### config.mk
export PLATFORM = sky130hd
export DESIGN_NAME = mant_div_seq
export DESIGN_NICKNAME = d
export VERILOG_FILES = /design/src/rtl/mant_div_seq.sv
export SDC_FILE = /design/constraint.sdc
export NUM_CORES = 1
export LEC_CHECK = 0
export BUFFER_PORTS_ARGS = -buffer_cell sky130_fd_sc_hd__clkbuf_2
export CAP_MARGIN = 20
export CORE_ASPECT_RATIO = 0.6
export CORE_MARGIN = 1
export CORE_UTILIZATION = 54
export CTS_BUF_LIST = sky130_fd_sc_hd__clkbuf_2
export CTS_CLUSTER_SIZE = 8
export DETAILED_ROUTE_END_ITERATION = 8
export HOLD_SLACK_MARGIN = 0.06
export PLACE_DENSITY = 0.85
export SETUP_SLACK_MARGIN = 0.05
export SKIP_LAST_GASP = 1
export SLEW_MARGIN = 20
export SYNTH_ARGS = -nofsm -noshare
export SYNTH_HDL_FRONTEND = slang
export SYNTH_SLANG_ARGS = --single-unit
### constraint.sdc
create_clock -name clk -period 3.5 [get_ports clk]
set_input_delay 0.35 -clock clk [delete_from_list [all_inputs] [get_ports clk]]
set_output_delay 0.35 -clock clk [all_outputs]
set_load 0.02 [all_outputs]
### src/rtl/mant_div_seq.sv
// mant_div_seq: sequential restoring divider for floating-point mantissas.
// Produces one quotient bit per clock, MSB first, after a one-cycle capture.
// A zero divisor short-circuits straight to DONE with a saturated quotient.
// Optional feature macro: MANT_DIV_STICKY_EN (st = OR of final remainder);
// when undefined, st is tied low and no sticky logic is built.
module mant_div_seq #(
    parameter int WIDTH = 24
) (
    input  logic             clk,
    input  logic             rst,
    input  logic             start,
    input  logic [WIDTH-1:0] a,
    input  logic [WIDTH-1:0] b,
    output logic             busy,
    output logic             done,
    output logic [WIDTH-1:0] q,
    output logic [WIDTH-1:0] r,
    output logic             dz,
    output logic             st
);

    localparam int CW = $clog2(WIDTH + 1);

    typedef enum logic [1:0] {
        IDLE = 2'd0,
        RUN  = 2'd1,
        DONE = 2'd2
    } state_t;

    state_t state, state_nxt;

    // dq starts out holding the dividend; each RUN cycle its MSB moves into
    // the partial remainder and a fresh quotient bit enters at the LSB, so
    // after WIDTH steps it holds exactly the quotient.
    logic [CW-1:0]    cnt;
    logic [WIDTH-1:0] rem;
    logic [WIDTH-1:0] dq;
    logic [WIDTH-1:0] dvs;

    logic [WIDTH:0]   shifted;
    logic [WIDTH+1:0] trial;
    logic [WIDTH:0]   rem_wide;
    logic             carry;
    logic [WIDTH-1:0] rem_nxt;
    logic [WIDTH-1:0] dq_nxt;
    logic             last;
    logic             spare_unused;

    // One restoring step: shift in the next dividend bit and trial-subtract
    // the divisor as rem + ~b + 1; carry-out set means the difference is
    // non-negative and is kept, otherwise the shifted value is restored.
    always_comb begin
        shifted  = {rem, dq[WIDTH-1]};
        trial    = {1'b0, shifted} + {1'b0, ~{1'b0, dvs}} + {{(WIDTH+1){1'b0}}, 1'b1};
        carry    = trial[WIDTH+1];
        rem_wide = carry ? trial[WIDTH:0] : shifted;
        rem_nxt  = rem_wide[WIDTH-1:0];
        dq_nxt   = {dq[WIDTH-2:0], carry};
        last     = (cnt == CW'(1));
    end

    // The top bit of the selected remainder is always zero because the
    // remainder stays below the divisor; it is intentionally dropped.
    assign spare_unused = rem_wide[WIDTH];

    // State register.
    always_ff @(posedge clk or posedge rst) begin
        if (rst) begin
            state <= IDLE;
        end else begin
            state <= state_nxt;
        end
    end

    // Next-state logic and status decode; start is only honoured in IDLE.
    always_comb begin
        state_nxt = state;
        busy      = 1'b0;
        done      = 1'b0;
        case (state)
            IDLE: begin
                if (start) begin
                    state_nxt = (b == '0) ? DONE : RUN;
                end
            end
            RUN: begin
                busy = 1'b1;
                if (last) begin
                    state_nxt = DONE;
                end
            end
            DONE: begin
                done      = 1'b1;
                state_nxt = IDLE;
            end
            default: begin
                state_nxt = IDLE;
            end
        endcase
    end

    // Datapath: operand capture, iteration registers and held results.
    always_ff @(posedge clk or posedge rst) begin
        if (rst) begin
            cnt <= '0;
            rem <= '0;
            dq  <= '0;
            dvs <= '0;
            q   <= '0;
            r   <= '0;
            dz  <= 1'b0;
        end else begin
            case (state)
                IDLE: begin
                    if (start) begin
                        if (b == '0) begin
                            q  <= '1;
                            r  <= a;
                            dz <= 1'b1;
                        end else begin
                            dvs <= b;
                            dq  <= a;
                            rem <= '0;
                            cnt <= CW'(WIDTH);
                        end
                    end
                end
                RUN: begin
                    rem <= rem_nxt;
                    dq  <= dq_nxt;
                    cnt <= cnt - CW'(1);
                    if (last) begin
                        q  <= dq_nxt;
                        r  <= rem_nxt;
                        dz <= 1'b0;
                    end
                end
                default: begin
                end
            endcase
        end
    end

`ifdef MANT_DIV_STICKY_EN
    // Sticky bit follows the remainder delivered with the result; for a zero
    // divisor the remainder is the dividend itself.
    always_ff @(posedge clk or posedge rst) begin
        if (rst) begin
            st <= 1'b0;
        end else if (state == IDLE && start && b == '0) begin
            st <= |a;
        end else if (state == RUN && last) begin
            st <= |rem_nxt;
        end
    end
`else
    assign st = 1'b0;
`endif

endmodule
== Word-level counts from Yosys, hierarchy flattened ==
Index checks and enable logic that the tools add are counted.

* Add/sub/neg operators: 3
* Equality and inequality tests: 7
* Multiplexer cells: 28
* Bitwise logic cells: 2
* Reduce and logical (&&, ||, !) cells: 7

{| class="wikitable"
|+ Operator list
! cell !! count
|-
| $mux W24 || 11
|-
| $pmux W24 S2 || 4
|-
| $add A25 B25 Y26 || 1
|-
| $add A26 B1 Y26 const B || 1
|-
| $not A24 Y25 || 1
|-
| $logic_not A24 Y1 || 1
|-
| $mux W5 || 2
|-
| $pmux W5 S2 || 1
|-
| $ne A2 B2 Y1 const B || 4
|-
| $mux W2 || 3
|-
| $reduce_and A3 Y1 || 2
|-
| $eq A5 B1 Y1 const B || 1
|-
| $mux W1 || 5
|-
| $sub A5 B1 Y5 const B || 1
|-
| $pmux W2 S2 || 1
|-
| $reduce_and A4 Y1 || 1
|-
| $eq A2 B1 Y1 const B || 1
|-
| $eq A2 B2 Y1 const B || 1
|-
| $logic_not A2 Y1 || 1
|-
| $pmux W1 S2 || 1
|-
| $reduce_and A2 Y1 || 1
|-
| $reduce_bool A2 Y1 || 1
|-
| $not A1 Y1 || 1
|}

* Flip-flop bits (word level): 128
* Output and inout port bits: 52
* Word-level logic and storage cells: 55

== Logic depth before layout (Yosys ltp) ==
Gate-level depths: netlist of run 1.

* Depth in word-level cells: 6
* Gate-level depth with buffers: 12
* Gate-level depth less buffers: 11

== Least setup slack after synthesis of run 1 ==
No wires, ideal clock.

* Kind: register to register
* Start: reg dq[23]
* End: reg r[18]
* Data arrival time: 2322 ps
* Required time: 3362 ps
* Path slack: 1040 ps
* Stages on the path, launching flop included: 12
* Buffers on the path: 0
* Period minus slack after synthesis: 2460 ps
* Cell sequence: dfrtp_1 -> inv_1 -> ha_1 -> inv_1 -> fa_1 -> a21o_1 -> a31o_2 -> a211oi_1 -> o21bai_1 -> and3b_1 -> o21ai_1 -> a41oi_2

* Word-level cells in the longest chain between the ends: 5

{| class="wikitable"
|+ RTL lines
! item !! line !! source
|-
| start, declared || 37 || <nowiki>logic [WIDTH-1:0] dq;</nowiki>
|-
| start signal, assigned || 130 || <nowiki>dq <= dq_nxt;</nowiki>
|-
| $add A25 B25 Y26 || 54 || <nowiki>trial = {1'b0, shifted} + {1'b0, ~{1'b0, dvs}} + {{(WIDTH+1){1'b0}}, 1'b1};</nowiki>
|-
| $add A26 B1 Y26 || 54 ||
|-
| $mux W24 || 56 || <nowiki>rem_wide = carry ? trial[WIDTH:0] : shifted;</nowiki>
|-
| $mux W24 || 132 || <nowiki>if (last) begin</nowiki>
|-
| $pmux W24 S2 || 113 || <nowiki>case (state)</nowiki>
|-
| end signal, assigned || 134 || <nowiki>r <= rem_nxt;</nowiki>
|-
| end, declared || 17 || <nowiki>output logic [WIDTH-1:0] r,</nowiki>
|}

Every way passes these cells. The select of a mux whose other input is x is not followed.
A chain may end at the register's enable or synchronous reset.

== Worst setup path after layout of run 1 ==
Same ends and word-level chain as after synthesis.

==> impl_metrics.sql, run 1 <==
INSERT INTO impl_metrics (metric_group, metric, value, unit) VALUES
('outcome', 'status', 'finished clean', ''),
('route', 'drt_iter0_drc', '583', ''),
('finish', 'fin_nets', '953', ''),
('route', 'routed_wl', '17650', 'um'),
('route', 'drt_pre_antenna_iters', '5', ''),
('synthesis', 'portion_of_synthesized_cell_area_occupied_by_the_leading_cell_type', '0.4657', ''),
('run', 'max_cap_violations', '0', ''),
('synthesis', 'netlist.top_cell.by_area', 'sky130_fd_sc_hd__dfrtp_1', ''),
('setup_path', 'crit_path_frequent_cell', 'sky130_fd_sc_hd__inv_1', ''),
('clock_tree', 'tritoncts.num_buffers', '17', ''),
('floorplanning', 'start_util', '0.5629', ''),
('floorplanning', 'row_count', '31', ''),
('placed_design', 'place_congestion', '0.9351', ''),
('synthesis', 'synth.ff_latch_count', '128', ''),
('global_routing', 'maximum_number_of_pins_on_one_net_before_global_route_repair', '103', ''),
('synthesis', 'synthCells', '731', ''),
('global_routing', 'total_routing_resource_utilization_after_global_routing', '0.2864', ''),
('floorplanning', 'die_width', '147.7', 'um'),
('synthesis', 'yosysSeqAreaShare', '0.4657', ''),
('synthesis', 'syn-cell-area', '0.006878', 'sq mm'),
('setup_path', 'crit_path_cell_trace', 'inv_1 > ha_1 > inv_1 > fa_1 > a21o_1 > a31o_2 > a211oi_1 > o21bai_1 > and3b_1 > o21ai_1 > a41oi_2', ''),
('route', 'vias_per_cell', '5.760', ''),
('finish', 'layout-area-overhead-vs-synth', '19.88', '%'),
('setup_path', 'worst-endpoint-arrival', '3550', 'ps'),
('route', 'routed_wire_length_per_instance', '16.76', 'um'),
('finish', 'fillers', '971', ''),
('route', 'routed-via-count', '6065', ''),
('pwr', 'max-vdd-ir-drop', '0.8594', 'mV'),
('floorplanning', 'io_pins', '103', ''),
('global_routing', 'first_global_vias', '5720', ''),
('global_routing', 'global_route_wire_length_before_repair', '28930', 'um'),
('synthesis', 'async_flop_share', '1.000', ''),
('worst_hold_path', 'worstHoldPathType', 'input pin to flop', ''),
('sta', 'period_minus_slack', '2989', 'ps'),
('route', 'drt.antenna.violating_nets', '0', ''),
('pwr', 'p_seq_frac', '0.286', ''),
('sta', 'max_slew.worst_pin.slew', '909.9', 'ps'),
('placed_design', 'dp_hpwl', '12730', 'um'),
('global_routing', 'gr-total-overflow', '0', ''),
('sta', 'timing.slew.headroom', '0.3920', ''),
('sta', 'max_clock_freq', '334.6', 'MHz'),
('setup_path', 'worst_path_largest_cell_delay', '510', 'ps'),
('pwr', 'p_clk_frac', '0.099', ''),
('synthesis', 'synth.lib_cells_used.distinct', '62', ''),
('floorplanning', 'floorplan.die.height', '89.42', 'um'),
('clock_tree', 'cts_tree', 'yes', ''),
('sta', 'setup_viol_count_final', '0', ''),
('pwr', 'netSwitchingPower', '4.789', 'mW'),
('floorplanning', 'core_region_area', '0.01222', 'sq mm'),
('sta', 'timing.final.crit_share', '0.8539', ''),
('pwr', 'total_power', '9.556', 'mW'),
('setup_path', 'required', '4060', 'ps'),
('sta', 'finClkSkew', '39.38', 'ps'),
('synthesis', 'synthTopCellsByArea', 'sky130_fd_sc_hd__dfrtp_1, sky130_fd_sc_hd__nand2_1, sky130_fd_sc_hd__ha_1', ''),
('finish', 'final_layout_size_suffix_gt1_frac', '0.2038', ''),
('clock_tree', 'clkSinkCount', '128', ''),
('setup_path', 'crit_type', 'flop to flop', ''),
('synthesis', 'synth-edff-count', '0', ''),
('pwr', 'comb_power_share', '0.615', ''),
('clock_tree', 'cts_max_path_buffers', '2', ''),
('synthesis', 'synth_top_flop_cell', 'sky130_fd_sc_hd__dfrtp_1', ''),
('pwr', 'cell_internal_pwr', '4.767', 'mW'),
('sta', 'fin_setup_tns', '0', 'ps'),
('setup_path', 'crit_path_end_kind', 'flop', ''),
('pwr', 'switching_share', '0.5012', ''),
('clock_tree', 'clkSlewWorstSetupHoldPaths', '200', 'ps'),
('pwr', 'power.density_cell_area', '1159', 'mW/mm^2'),
('pwr', 'leakage', '3.733', 'nW'),
('clock_tree', 'clk-insertion-delay-late', '680', 'ps'),
('sta', 'final_report_max_slew_violation_count', '0', ''),
('global_routing', 'antenna_found_initial', '0', '');
layer usage:
| metal | vias up | global-route usage | share of wire |
|---|---|---|---|
| met4 | 0 | 0.09091 | 0.0096 |
| li1 | 2893 | - | - |
| met5 | - | 0 | 0 |
| met1 | 2917 | 0.4200 | 0.48 |
| met3 | 18 | 0.04592 | 0.072 |
| met2 | 237 | 0.4387 | 0.43 |
cells in the final DEF, fill, tap and decap left out, types with 13 or more instances in the layout:
master,netlist,routed
sky130_fd_sc_hd__inv_1,36,35
sky130_fd_sc_hd__dfrtp_1,128,128
sky130_fd_sc_hd__a21oi_1,36,35
sky130_fd_sc_hd__ha_1,26,26
sky130_fd_sc_hd__a31oi_1,15,15
sky130_fd_sc_hd__dlygate4sd3_1,0,49
sky130_fd_sc_hd__o22a_1,23,23
sky130_fd_sc_hd__nor2_1,48,47
sky130_fd_sc_hd__nand2_1,144,144
sky130_fd_sc_hd__mux2i_1,13,13
sky130_fd_sc_hd__clkbuf_2,0,118
sky130_fd_sc_hd__o21ai_0,65,65
per-stage QoR:
stage	area [sq um]	hold slack, ps	worst slack [ps]	cells	util
after CTS	8245	153.9	606.6	1053	0.6749
after global placement	7513	438.6	623.4	972	0.6150
after detailed placement	7513	459.6	537.1	972	0.6150
after global routing	8245	202.0	368.0	1053	0.6749
final	8245	201.0	511.5	1053	0.6749
after floorplan	6882	449.7	1040	731	-
critical path: cells and delay by family (launching register included):
| kind | cells | cell delay (ps) |
|---|---|---|
| AND/OR/NAND/NOR | 1 | 200 |
| buffers and inverters | 2 | 130 |
| adder cells (fa/ha/maj) | 2 | 600 |
| AO/OA/AOI/OAI | 6 | 1480 |
| flip-flops | 1 | 470 |
path summary, 6_finish.rpt:
| check | start | endpoint | slack, ps | cells after the start |
|---|---|---|---|---|
| worst max-delay path | dq[23] | r[18] | 510 | 11 |
| worst min register to register | q[20] | q[20] | 520 | 1 |
| min in group asynchronous | rst | dvs[4] | 250 | 3 |
| worst max register to register | dq[23] | r[18] | 510 | 11 |
| worst min-delay path | start | cnt[3] | 200 | 4 |
| max in group asynchronous | rst | rem[15] | 2300 | 4 |
synth_stat cells, types with 3 or more instances:
| library cell | n |
|---|---|
| sky130_fd_sc_hd__nor3b_1 | 12 |
| sky130_fd_sc_hd__a32oi_1 | 5 |
| sky130_fd_sc_hd__clkbuf_1 | 18 |
| sky130_fd_sc_hd__a22oi_2 | 10 |
| sky130_fd_sc_hd__nor4_1 | 7 |
| sky130_fd_sc_hd__buf_6 | 5 |
| sky130_fd_sc_hd__o31ai_1 | 3 |
| sky130_fd_sc_hd__o22a_1 | 23 |
| sky130_fd_sc_hd__o21ai_1 | 5 |
| sky130_fd_sc_hd__a22oi_1 | 10 |
| sky130_fd_sc_hd__nand4_1 | 6 |
| sky130_fd_sc_hd__o21a_1 | 3 |
| sky130_fd_sc_hd__buf_2 | 8 |
| sky130_fd_sc_hd__xnor2_1 | 9 |
| sky130_fd_sc_hd__xor2_1 | 9 |
| sky130_fd_sc_hd__o211ai_1 | 4 |
| sky130_fd_sc_hd__o21bai_1 | 4 |
| sky130_fd_sc_hd__a31oi_1 | 15 |
| sky130_fd_sc_hd__nand2_1 | 144 |
| sky130_fd_sc_hd__o21ai_0 | 65 |
| sky130_fd_sc_hd__nor3_1 | 6 |
| sky130_fd_sc_hd__a21oi_1 | 36 |
| sky130_fd_sc_hd__a31oi_2 | 9 |
| sky130_fd_sc_hd__ha_1 | 26 |
| sky130_fd_sc_hd__or4_1 | 3 |
| sky130_fd_sc_hd__nand3_1 | 3 |
| sky130_fd_sc_hd__nor2_1 | 48 |
| sky130_fd_sc_hd__or3_1 | 3 |
| sky130_fd_sc_hd__mux2i_1 | 13 |
| sky130_fd_sc_hd__buf_4 | 8 |
| sky130_fd_sc_hd__inv_1 | 36 |
| sky130_fd_sc_hd__nand2b_1 | 6 |
| sky130_fd_sc_hd__dfrtp_1 | 128 |
| sky130_fd_sc_hd__a21o_1 | 7 |
timing repair:
item                                   4_1_cts  5_1_grt
setup buffers                                0        0
hold buffers                                49        0
endpoints found under the hold margin       92        0
gates resized for setup                      0        0
logic make-up after synthesis:
group	Yosys count	share of synthesized area
AO/OA/AOI/OAI	221	0.2292
XOR/XNOR	18	0.02292
adder cells (fa/ha/maj)	27	0.05021
buffers and inverters	76	0.05275
flip-flops	128	0.4657
multiplexers	13	0.01892
other	1	0.0005452
AND/OR/NAND/NOR	247	0.1597
power groups by stage:
stage	logic, mW	clock network [mW]	registers [mW]
2_1_floorplan	4.15	0	2.92
3_3_place_gp	5.57	0	2.73
3_5_place_dp	5.73	0	2.75
4_1_cts	5.81	0.964	2.72
5_1_grt	6.49	1.03	2.81
6_report	5.88	0.946	2.73
registers in the layout, summed over array words and instances, names as in the netlist:
| name | cells |
|---|---|
| dvs | 24 |
| r | 24 |
| state | 2 |
| q | 24 |
| rem | 24 |
| dz | 1 |
| cnt | 5 |
| dq | 24 |
final cells by class:
type | count | area (sq um) | area share
clock buffers | 17 | 85.08 | 0.01032
inverters | 37 | 142.6 | 0.01730
repair buffers | 164 | 1126 | 0.1366
flip-flops and latches | 128 | 3203 | 0.3885
clock inverters | 15 | 156.4 | 0.01897
well taps | 165 | 206.4 | 0.02504
multi-input cells | 527 | 3326 | 0.4033
Note: power is estimated with default switching activity, not from simulation.
==> run 2, diff against run 1 <==
--- a/config.mk
+++ b/config.mk
@@ -5,16 +5,16 @@
 export SDC_FILE = /design/constraint.sdc
 export NUM_CORES = 1
 export LEC_CHECK = 0
+export ABC_AREA = 1
 export BUFFER_PORTS_ARGS = -buffer_cell sky130_fd_sc_hd__clkbuf_2
 export CAP_MARGIN = 20
 export CORE_ASPECT_RATIO = 0.6
 export CORE_MARGIN = 1
-export CORE_UTILIZATION = 54
-export CTS_BUF_LIST = sky130_fd_sc_hd__clkbuf_2
+export CORE_UTILIZATION = 53
 export CTS_CLUSTER_SIZE = 8
 export DETAILED_ROUTE_END_ITERATION = 8
 export HOLD_SLACK_MARGIN = 0.06
-export PLACE_DENSITY = 0.85
+export PLACE_DENSITY = 0.83
 export SETUP_SLACK_MARGIN = 0.05
 export SKIP_LAST_GASP = 1
 export SLEW_MARGIN = 20
==> impl_metrics.sql, run 2 <==
INSERT INTO impl_metrics (metric_group, metric, value, unit) VALUES
('pwr', 'leakage', '5.003', 'nW'),
('global_routing', 'gr-usage-met2', '0.4353', ''),
('pwr', 'comb_power_share', '0.571', ''),
('global_routing', 'global_route_wire_length_before_repair', '33640', 'um'),
('worst_hold_path', 'worstHoldPathType', 'input pin to asynchronous set/reset pin', ''),
('synthesis', 'most_frequently_used_cell_type_in_the_post_synthesis_netlist', 'sky130_fd_sc_hd__nand2_1', ''),
('global_routing', 'grtUsageMet3', '0.06807', ''),
('route', 'vias_per_cell', '5.338', ''),
('synthesis', 'async_flop_share', '1.000', ''),
('floorplanning', 'io_pins', '103', ''),
('clock_tree', 'clkSinkCount', '128', ''),
('route', 'routed_wl', '20690', 'um'),
('synthesis', 'netlist.top_cell.by_area', 'sky130_fd_sc_hd__dfrtp_1', ''),
('clock_tree', 'root_buffer', 'sky130_fd_sc_hd__clkbuf_16', ''),
('synthesis', 'synthCells', '1052', ''),
('floorplanning', 'core_region_area', '0.01446', 'sq mm'),
('placed_design', 'dp.cells', '1323', ''),
('finish', 'layout_commonest_cell', 'sky130_fd_sc_hd__nand2_1', ''),
('clock_tree', 'clkSlewWorstSetupHoldPaths', '60', 'ps'),
('sta', 'max_clock_freq', '368.3', 'MHz'),
('finish', 'fillers', '1258', ''),
('setup_path', 'crit_type', 'flop to flop', ''),
('synthesis', 'synth_top_family_by_area', 'simple AND/OR/NAND/NOR gates', ''),
('synthesis', 'synth.mux.area_fraction', '0', ''),
('pwr', 'netSwitchingPower', '5.138', 'mW'),
('sta', 'timing.final.crit_share', '0.7758', ''),
('synthesis', 'synth_top_flop_cell', 'sky130_fd_sc_hd__dfrtp_1', ''),
('synthesis', 'portion_of_synthesized_cell_area_occupied_by_the_leading_cell_type', '0.4086', ''),
('synthesis', 'netlist_top_cells_count', 'sky130_fd_sc_hd__nand2_1, sky130_fd_sc_hd__inv_1, sky130_fd_sc_hd__dfrtp_1', ''),
('pwr', 'max-vdd-ir-drop', '0.5386', 'mV'),
('clock_tree', 'cts_resized', '0', ''),
('outcome', 'status', 'finished clean', ''),
('sta', 'worst_hold_margin', '104.2', 'ps'),
('route', 'drt.antenna.violating_nets', '0', ''),
('sta', 'grt_setup_unrepaired', 'false', ''),
('finish', 'final_cell_mix', 'sky130_fd_sc_hd__nand2_1, sky130_fd_sc_hd__inv_1, sky130_fd_sc_hd__dfrtp_1, sky130_fd_sc_hd__clkbuf_2', ''),
('finish', 'final_cells', '1355', ''),
('sta', 'timing.slew.headroom', '0.4737', ''),
('pwr', 'p_seq_frac', '0.247', ''),
('sta', 'final_report_max_slew_violation_count', '0', ''),
('finish', 'final_layout_size_suffix_gt1_frac', '0.1876', ''),
('floorplanning', 'die_width', '159.0', 'um'),
('setup_path', 'crit_path_end_kind', 'flop', ''),
('synthesis', 'synth-compound-area-share', '0.08045', ''),
('placed_design', 'dp_hpwl', '14930', 'um'),
('floorplanning', 'row_count', '34', ''),
('global_routing', 'total_routing_resource_utilization_after_global_routing', '0.2832', ''),
('clock_tree', 'tritoncts.num_buffers', '17', ''),
('pwr', 'total_power', '10.26', 'mW'),
('synthesis', 'yosysSeqAreaShare', '0.4086', ''),
('finish', 'fin_util', '0.6278', ''),
('sta', 'fin_setup_tns', '0', 'ps'),
('clock_tree', 'cts_setup_buffers', '0', ''),
('route', 'routed-via-count', '7233', ''),
('pwr', 'p_clk_frac', '0.181', ''),
('synthesis', 'synth_simple_gate_area_frac', '0.3392', ''),
('pwr', 'cell_internal_pwr', '5.127', 'mW'),
('global_routing', 'maximum_number_of_pins_on_one_net_before_global_route_repair', '129', ''),
('sta', 'post-route-worst-setup-slack', '784.7', 'ps'),
('finish', 'fin_nets', '1222', ''),
('placed_design', 'port_buffers', '101', ''),
('synthesis', 'avgSynthCellArea', '7.451', 'sq um'),
('clock_tree', 'cts_max_level', '4', ''),
('clock_tree', 'cts.hold.buffers_added', '0', ''),
('pwr', 'power.density_cell_area', '1130', 'mW/mm^2'),
('clock_tree', 'cts_max_path_buffers', '2', ''),
('pwr', 'switching_share', '0.5005', ''),
('placed_design', 'place_worst_setup_slack', '855.6', 'ps'),
('synthesis', 'synth-xor-area-share', '0.01341', ''),
('sta', 'hold_viol_final', '0', ''),
('setup_path', 'required', '3860', 'ps'),
('synthesis', 'postSynthNetCount', '1130', ''),
('clock_tree', 'clk-insertion-delay-late', '420', 'ps'),
('global_routing', 'gr-total-overflow', '0', ''),
('global_routing', 'first_global_vias', '6827', ''),
('setup_path', 'worstPathMaxFanout', '26', ''),
('synthesis', 'yosysWarningCount', '0', ''),
('route', 'drc', '0', ''),
('synthesis', 'synth_adder_area_share', '0.04405', ''),
('synthesis', 'synth.ff_latch_count', '128', ''),
('finish', 'antennaDiodeCount', '0', ''),
('global_routing', 'groute.layer.met1.usage', '0.3943', ''),
('clock_tree', 'cts_tree', 'yes', ''),
('synthesis', 'synth.lib_cells_used.distinct', '38', ''),
('route', 'drt_pre_antenna_iters', '6', ''),
('synthesis', 'syn-cell-area', '0.007839', 'sq mm'),
('placed_design', 'dpl-instance-area', '0.008468', 'sq mm'),
('setup_path', 'worst-endpoint-arrival', '3080', 'ps'),
('setup_path', 'startpoint_type', 'flop', ''),
('sta', 'setup_viol_count_final', '0', ''),
('synthesis', 'synth-edff-count', '0', ''),
('floorplanning', 'start_util', '0.5420', ''),
('route', 'drt_iter0_drc', '729', ''),
('global_routing', 'antenna_found_initial', '0', ''),
('floorplanning', 'floorplan.die.height', '96.20', 'um'),
('sta', 'finClkSkew', '10.16', 'ps'),
('finish', 'final_cell_area', '0.009080', 'sq mm'),
('floorplanning', 'die_area', '0.01530', 'sq mm'),
('run', 'max_cap_violations', '0', ''),
('sta', 'max_slew.worst_pin.slew', '789.5', 'ps'),
('placed_design', 'place_congestion', '0.9768', ''),
('global_routing', 'grt_busiest_layer', 'met2', ''),
('finish', 'layout-area-overhead-vs-synth', '15.83', '%'),
('synthesis', 'synthTopCellsByArea', 'sky130_fd_sc_hd__dfrtp_1, sky130_fd_sc_hd__nand2_1, sky130_fd_sc_hd__inv_1', ''),
('route', 'routed_wire_length_per_instance', '15.27', 'um'),
('sta', 'period_minus_slack', '2715', 'ps');
==> run 2: cell count changes in the layout (fill, tap and decap cells not counted), sizes merged, moves of 27 or more <==
cell	before	now
nand3	4	102
inv	41	188
or2	0	27
nand2	144	319
dlygate4sd3	49	0
nor2	48	91
==> run 2: layout make-up <==
cell class | count | area (sq um) | area share
clock buffers | 18 | 429.2 | 0.04726
clock inverters | 14 | 182.7 | 0.02012
inverters | 185 | 700.7 | 0.07717
multi-input cells | 704 | 3746 | 0.4126
flip-flops and latches | 128 | 3203 | 0.3528
well taps | 198 | 247.7 | 0.02728
repair buffers | 108 | 570.5 | 0.06284
==> run 2: final timing paths <==
| path | start | to | slack [ps] | cells after the start |
|---|---|---|---|---|
| min | rst | q[21] | 100 | 3 |
| max | rem[10] | r[18] | 780 | 15 |
| max reg2reg | rem[10] | r[18] | 780 | 15 |
| min in group clk | b[23] | dvs[23] | 150 | 3 |
| max in group asynchronous | rst | rem[8] | 2860 | 3 |
| min reg2reg | dvs[0] | dvs[0] | 490 | 2 |
==> run 2: power by group through the flow <==
stage / clock, mW / combinational [mW] / sequential [mW]
2_1_floorplan: 0 / 4.18 / 2.75
3_3_place_gp: 0 / 5.55 / 2.52
3_5_place_dp: 0 / 5.72 / 2.54
4_1_cts: 1.87 / 5.80 / 2.53
5_1_grt: 1.94 / 6.52 / 2.60
6_report: 1.86 / 5.87 / 2.54
==> run 2: cells by family (layout without fill, tap and decap cells) <==
group | Yosys count | count (layout)
simple gates | 553 | 553
buf+inv | 220 | 325
flops | 128 | 128
compound gates | 111 | 111
fa+ha+maj | 27 | 27
xor+xnor | 12 | 12
other cells | 1 | 1
==> run 2: worst max-delay path, stage by stage, from the launching register on <==
cell and delay [ps]:
sky130_fd_sc_hd__dfrtp_1 410, sky130_fd_sc_hd__ha_1 390, sky130_fd_sc_hd__nand2_2 120, sky130_fd_sc_hd__inv_1 70, sky130_fd_sc_hd__nand2_1 50, sky130_fd_sc_hd__nand2_1 110
sky130_fd_sc_hd__nand2_1 100, sky130_fd_sc_hd__nand2_2 70, sky130_fd_sc_hd__nand2_1 60, sky130_fd_sc_hd__nand2_2 110, sky130_fd_sc_hd__nor2_8 120, sky130_fd_sc_hd__nor2_8 620
sky130_fd_sc_hd__nand2_1 200, sky130_fd_sc_hd__nand3_1 120, sky130_fd_sc_hd__nand2_1 60, sky130_fd_sc_hd__inv_1 40
==> run 2: metal layers <==
layer | vias to the layer above | routed length [um]
met4 | 0 | 385
met2 | 339 | 8952
met1 | 3386 | 9460
li1 | 3466 | -
met3 | 42 | 1896
met5 | - | 0
==> run 3, diff against run 2 <==
==> constraint.sdc (replaced) <==
create_clock -name clk -period 2.22 [get_ports clk]
set_input_delay 0.222 -clock clk [delete_from_list [all_inputs] [get_ports clk]]
set_output_delay 0.222 -clock clk [all_outputs]
set_load 0.02 [all_outputs]
==> impl_metrics.sql, run 3 (same netlist as run 2, synthesis figures left out) <==
INSERT INTO impl_metrics (metric_group, metric, value, unit) VALUES
('clock_tree', 'clk-insertion-delay-late', '430', 'ps'),
('setup_path', 'startpoint_type', 'flop', ''),
('route', 'drc', '0', ''),
('finish', 'fin_util', '0.7087', ''),
('setup_path', 'crit_end', 'r[6]', ''),
('sta', 'worst_hold_margin', '60.03', 'ps'),
('sta', 'grt_setup_unrepaired', 'true', ''),
('floorplanning', 'start_util', '0.5420', ''),
('pwr', 'comb_power_share', '0.624', ''),
('sta', 'period_minus_slack', '2170', 'ps'),
('floorplanning', 'die_area', '0.01530', 'sq mm'),
('setup_path', 'critical_path.reg2reg.startpoint', 'rem[15]', ''),
('outcome', 'status', 'finished clean', ''),
('setup_path', 'crit_type', 'flop to flop', ''),
('route', 'drt_iter0_drc', '744', ''),
('finish', 'fin_nets', '1292', ''),
('sta', 'timing.slew.headroom', '0.6017', ''),
('sta', 'timing.final.crit_share', '0.9776', ''),
('setup_path', 'worst_r2r_endpoint', 'r[6]', ''),
('finish', 'antennaDiodeCount', '0', ''),
('route', 'routed_wl', '23620', 'um'),
('route', 'routed-via-count', '7697', ''),
('route', 'drt.antenna.violating_nets', '0', ''),
('setup_path', 'required', '2590', 'ps'),
('global_routing', 'global_route_wire_length_before_repair', '35230', 'um'),
('route', 'drt_pre_antenna_iters', '6', ''),
('sta', 'finClkSkew', '8.606', 'ps'),
('global_routing', 'total_routing_resource_utilization_after_global_routing', '0.2995', ''),
('finish', 'final_layout_size_suffix_gt1_frac', '0.2795', ''),
('pwr', 'cell_internal_pwr', '9.343', 'mW'),
('setup_path', 'worstPathMaxFanout', '13', ''),
('setup_path', 'setup.worst_path.start', 'rem[15]', ''),
('clock_tree', 'root_buffer', 'sky130_fd_sc_hd__clkbuf_16', ''),
('sta', 'hold_viol_final', '0', ''),
('placed_design', 'dp_hpwl', '15840', 'um'),
('sta', 'max_slew.worst_pin.slew', '596.2', 'ps'),
('global_routing', 'first_global_vias', '6901', ''),
('route', 'vias_per_cell', '5.401', ''),
('route', 'routed_wire_length_per_instance', '16.58', 'um'),
('pwr', 'leakage', '5.398', 'nW'),
('floorplanning', 'io_pins', '103', ''),
('placed_design', 'port_buffers', '101', ''),
('setup_path', 'register_to_register_setup_slack', '50', 'ps'),
('floorplanning', 'floorplan.die.height', '96.20', 'um'),
('clock_tree', 'clkSinkCount', '128', ''),
('sta', 'setup_viol_count_final', '0', ''),
('clock_tree', 'cts_max_level', '4', ''),
('pwr', 'power.density_cell_area', '1812', 'mW/mm^2'),
('worst_hold_path', 'worstHoldPathType', 'input pin to flop', ''),
('global_routing', 'gr-total-overflow', '0', ''),
('placed_design', 'place_congestion', '0.9608', ''),
('finish', 'layout_commonest_cell', 'sky130_fd_sc_hd__nand2_1', ''),
('floorplanning', 'die_width', '159.0', 'um'),
('floorplanning', 'row_count', '34', ''),
('run', 'max_cap_violations', '0', ''),
('clock_tree', 'cts_max_path_buffers', '2', ''),
('global_routing', 'antenna_found_initial', '0', ''),
('setup_path', 'crit_path_end_kind', 'flop', ''),
('pwr', 'p_clk_frac', '0.154', ''),
('finish', 'layout-area-overhead-vs-synth', '30.76', '%'),
('pwr', 'netSwitchingPower', '9.233', 'mW'),
('sta', 'final_report_max_slew_violation_count', '0', ''),
('setup_path', 'worst_r2r_path_depth', '15', ''),
('clock_tree', 'clkSlewWorstSetupHoldPaths', '70', 'ps'),
('setup_path', 'worst-endpoint-arrival', '2540', 'ps'),
('pwr', 'switching_share', '0.4970', ''),
('clock_tree', 'tritoncts.num_buffers', '17', ''),
('pwr', 'max-vdd-ir-drop', '0.8217', 'mV'),
('floorplanning', 'core_region_area', '0.01446', 'sq mm'),
('clock_tree', 'cts_tree', 'yes', ''),
('global_routing', 'maximum_number_of_pins_on_one_net_before_global_route_repair', '66', ''),
('finish', 'final_cell_mix', 'sky130_fd_sc_hd__nand2_1, sky130_fd_sc_hd__inv_1, sky130_fd_sc_hd__dfrtp_1, sky130_fd_sc_hd__clkbuf_2, sky130_fd_sc_hd__nand3_1', ''),
('sta', 'max_clock_freq', '460.8', 'MHz'),
('pwr', 'p_seq_frac', '0.222', '');
-- run 3: cell types whose count changed in the layout (fill, tap and decap cells not counted), moves of 11 or more --
cell                            delta
sky130_fd_sc_hd__ha_1             -21
sky130_fd_sc_hd__nand2_2          +12
sky130_fd_sc_hd__dlygate4sd3_1    +24
sky130_fd_sc_hd__inv_1            -11
sky130_fd_sc_hd__nand2_1          -16
sky130_fd_sc_hd__buf_4            +36
sky130_fd_sc_hd__ha_4             +21
-- run 3: how the worst min path moves through the flow --
stage,from,end,slack (ps),cells after the start
4_1_cts,b[0],dvs[0],60,3
3_3_place_gp,rst,q[21],290,2
5_1_grt,b[0],dvs[0],70,3
3_5_place_dp,rst,q[22],310,2
2_1_floorplan,b[0],dvs[0],340,2
6_report,b[0],dvs[0],60,3
-- run 3: stage by stage --
stage | worst slack, ps | setup TNS [ps] | cell area (sq um) | instances | total power, mW
after floorplan | 294.7 | 0 | 7843 | 1052 | 10.94
after global placement | 10.64 | 0 | 8721 | 1350 | 13.37
after detailed placement | -28.41 | -60.74 | 8721 | 1350 | 13.63
after CTS | 35.58 | 0 | 9609 | 1408 | 16.80
after global routing | -40.73 | -61.77 | 10250 | 1425 | 19.79
final | 49.78 | 0 | 10250 | 1425 | 18.58
-- run 3: power by group through the flow --
stage | registers (mW) | clock network (mW) | logic (mW)
6_report | 4.12 | 2.86 | 11.6
4_1_cts | 4.03 | 2.85 | 9.92
3_3_place_gp | 4.00 | 0 | 9.36
5_1_grt | 4.21 | 2.95 | 12.6
2_1_floorplan | 4.34 | 0 | 6.60
3_5_place_dp | 4.04 | 0 | 9.59
-- run 3: worst max-delay path, cell delays in order, from the launching register on --
cell and delay, ps:
sky130_fd_sc_hd__dfrtp_2 450, sky130_fd_sc_hd__ha_4 270, sky130_fd_sc_hd__nand2_2 130, sky130_fd_sc_hd__inv_1 60
sky130_fd_sc_hd__nand2_1 60, sky130_fd_sc_hd__nand2_1 90, sky130_fd_sc_hd__inv_2 70, sky130_fd_sc_hd__nand2_2 50
sky130_fd_sc_hd__nand2_1 100, sky130_fd_sc_hd__nand2_4 80, sky130_fd_sc_hd__nor2_8 170, sky130_fd_sc_hd__buf_12 170
sky130_fd_sc_hd__nand3_1 170, sky130_fd_sc_hd__nand3_2 150, sky130_fd_sc_hd__nand2_1 50, sky130_fd_sc_hd__inv_1 40
-- run 3: what timing repair did --
action	in CTS	in global routing
pin swaps	1	18
hold buffers	24	0
cloned	0	4
hold endpoints to repair	44	0
setup buffers	2	13
gates resized for setup	11	93
setup endpoints to repair	27	76
-- run 3: cell type report --
class | instances | area (sq um)
clock inverter | 15 | 160.2
clock buffer | 17 | 425.4
timing repair buffer | 178 | 1284
inverter | 185 | 705.7
multi-input combinational | 704 | 4217
sequential | 128 | 3211
fill | 1104 | 4214
tap | 198 | 247.7
-- run 3: metal layers --
metal,GRT usage,wire [um]
met3,0.04782,2103
met5,0,0
met4,0.09215,508
met1,0.4357,10720
met2,0.4602,10290
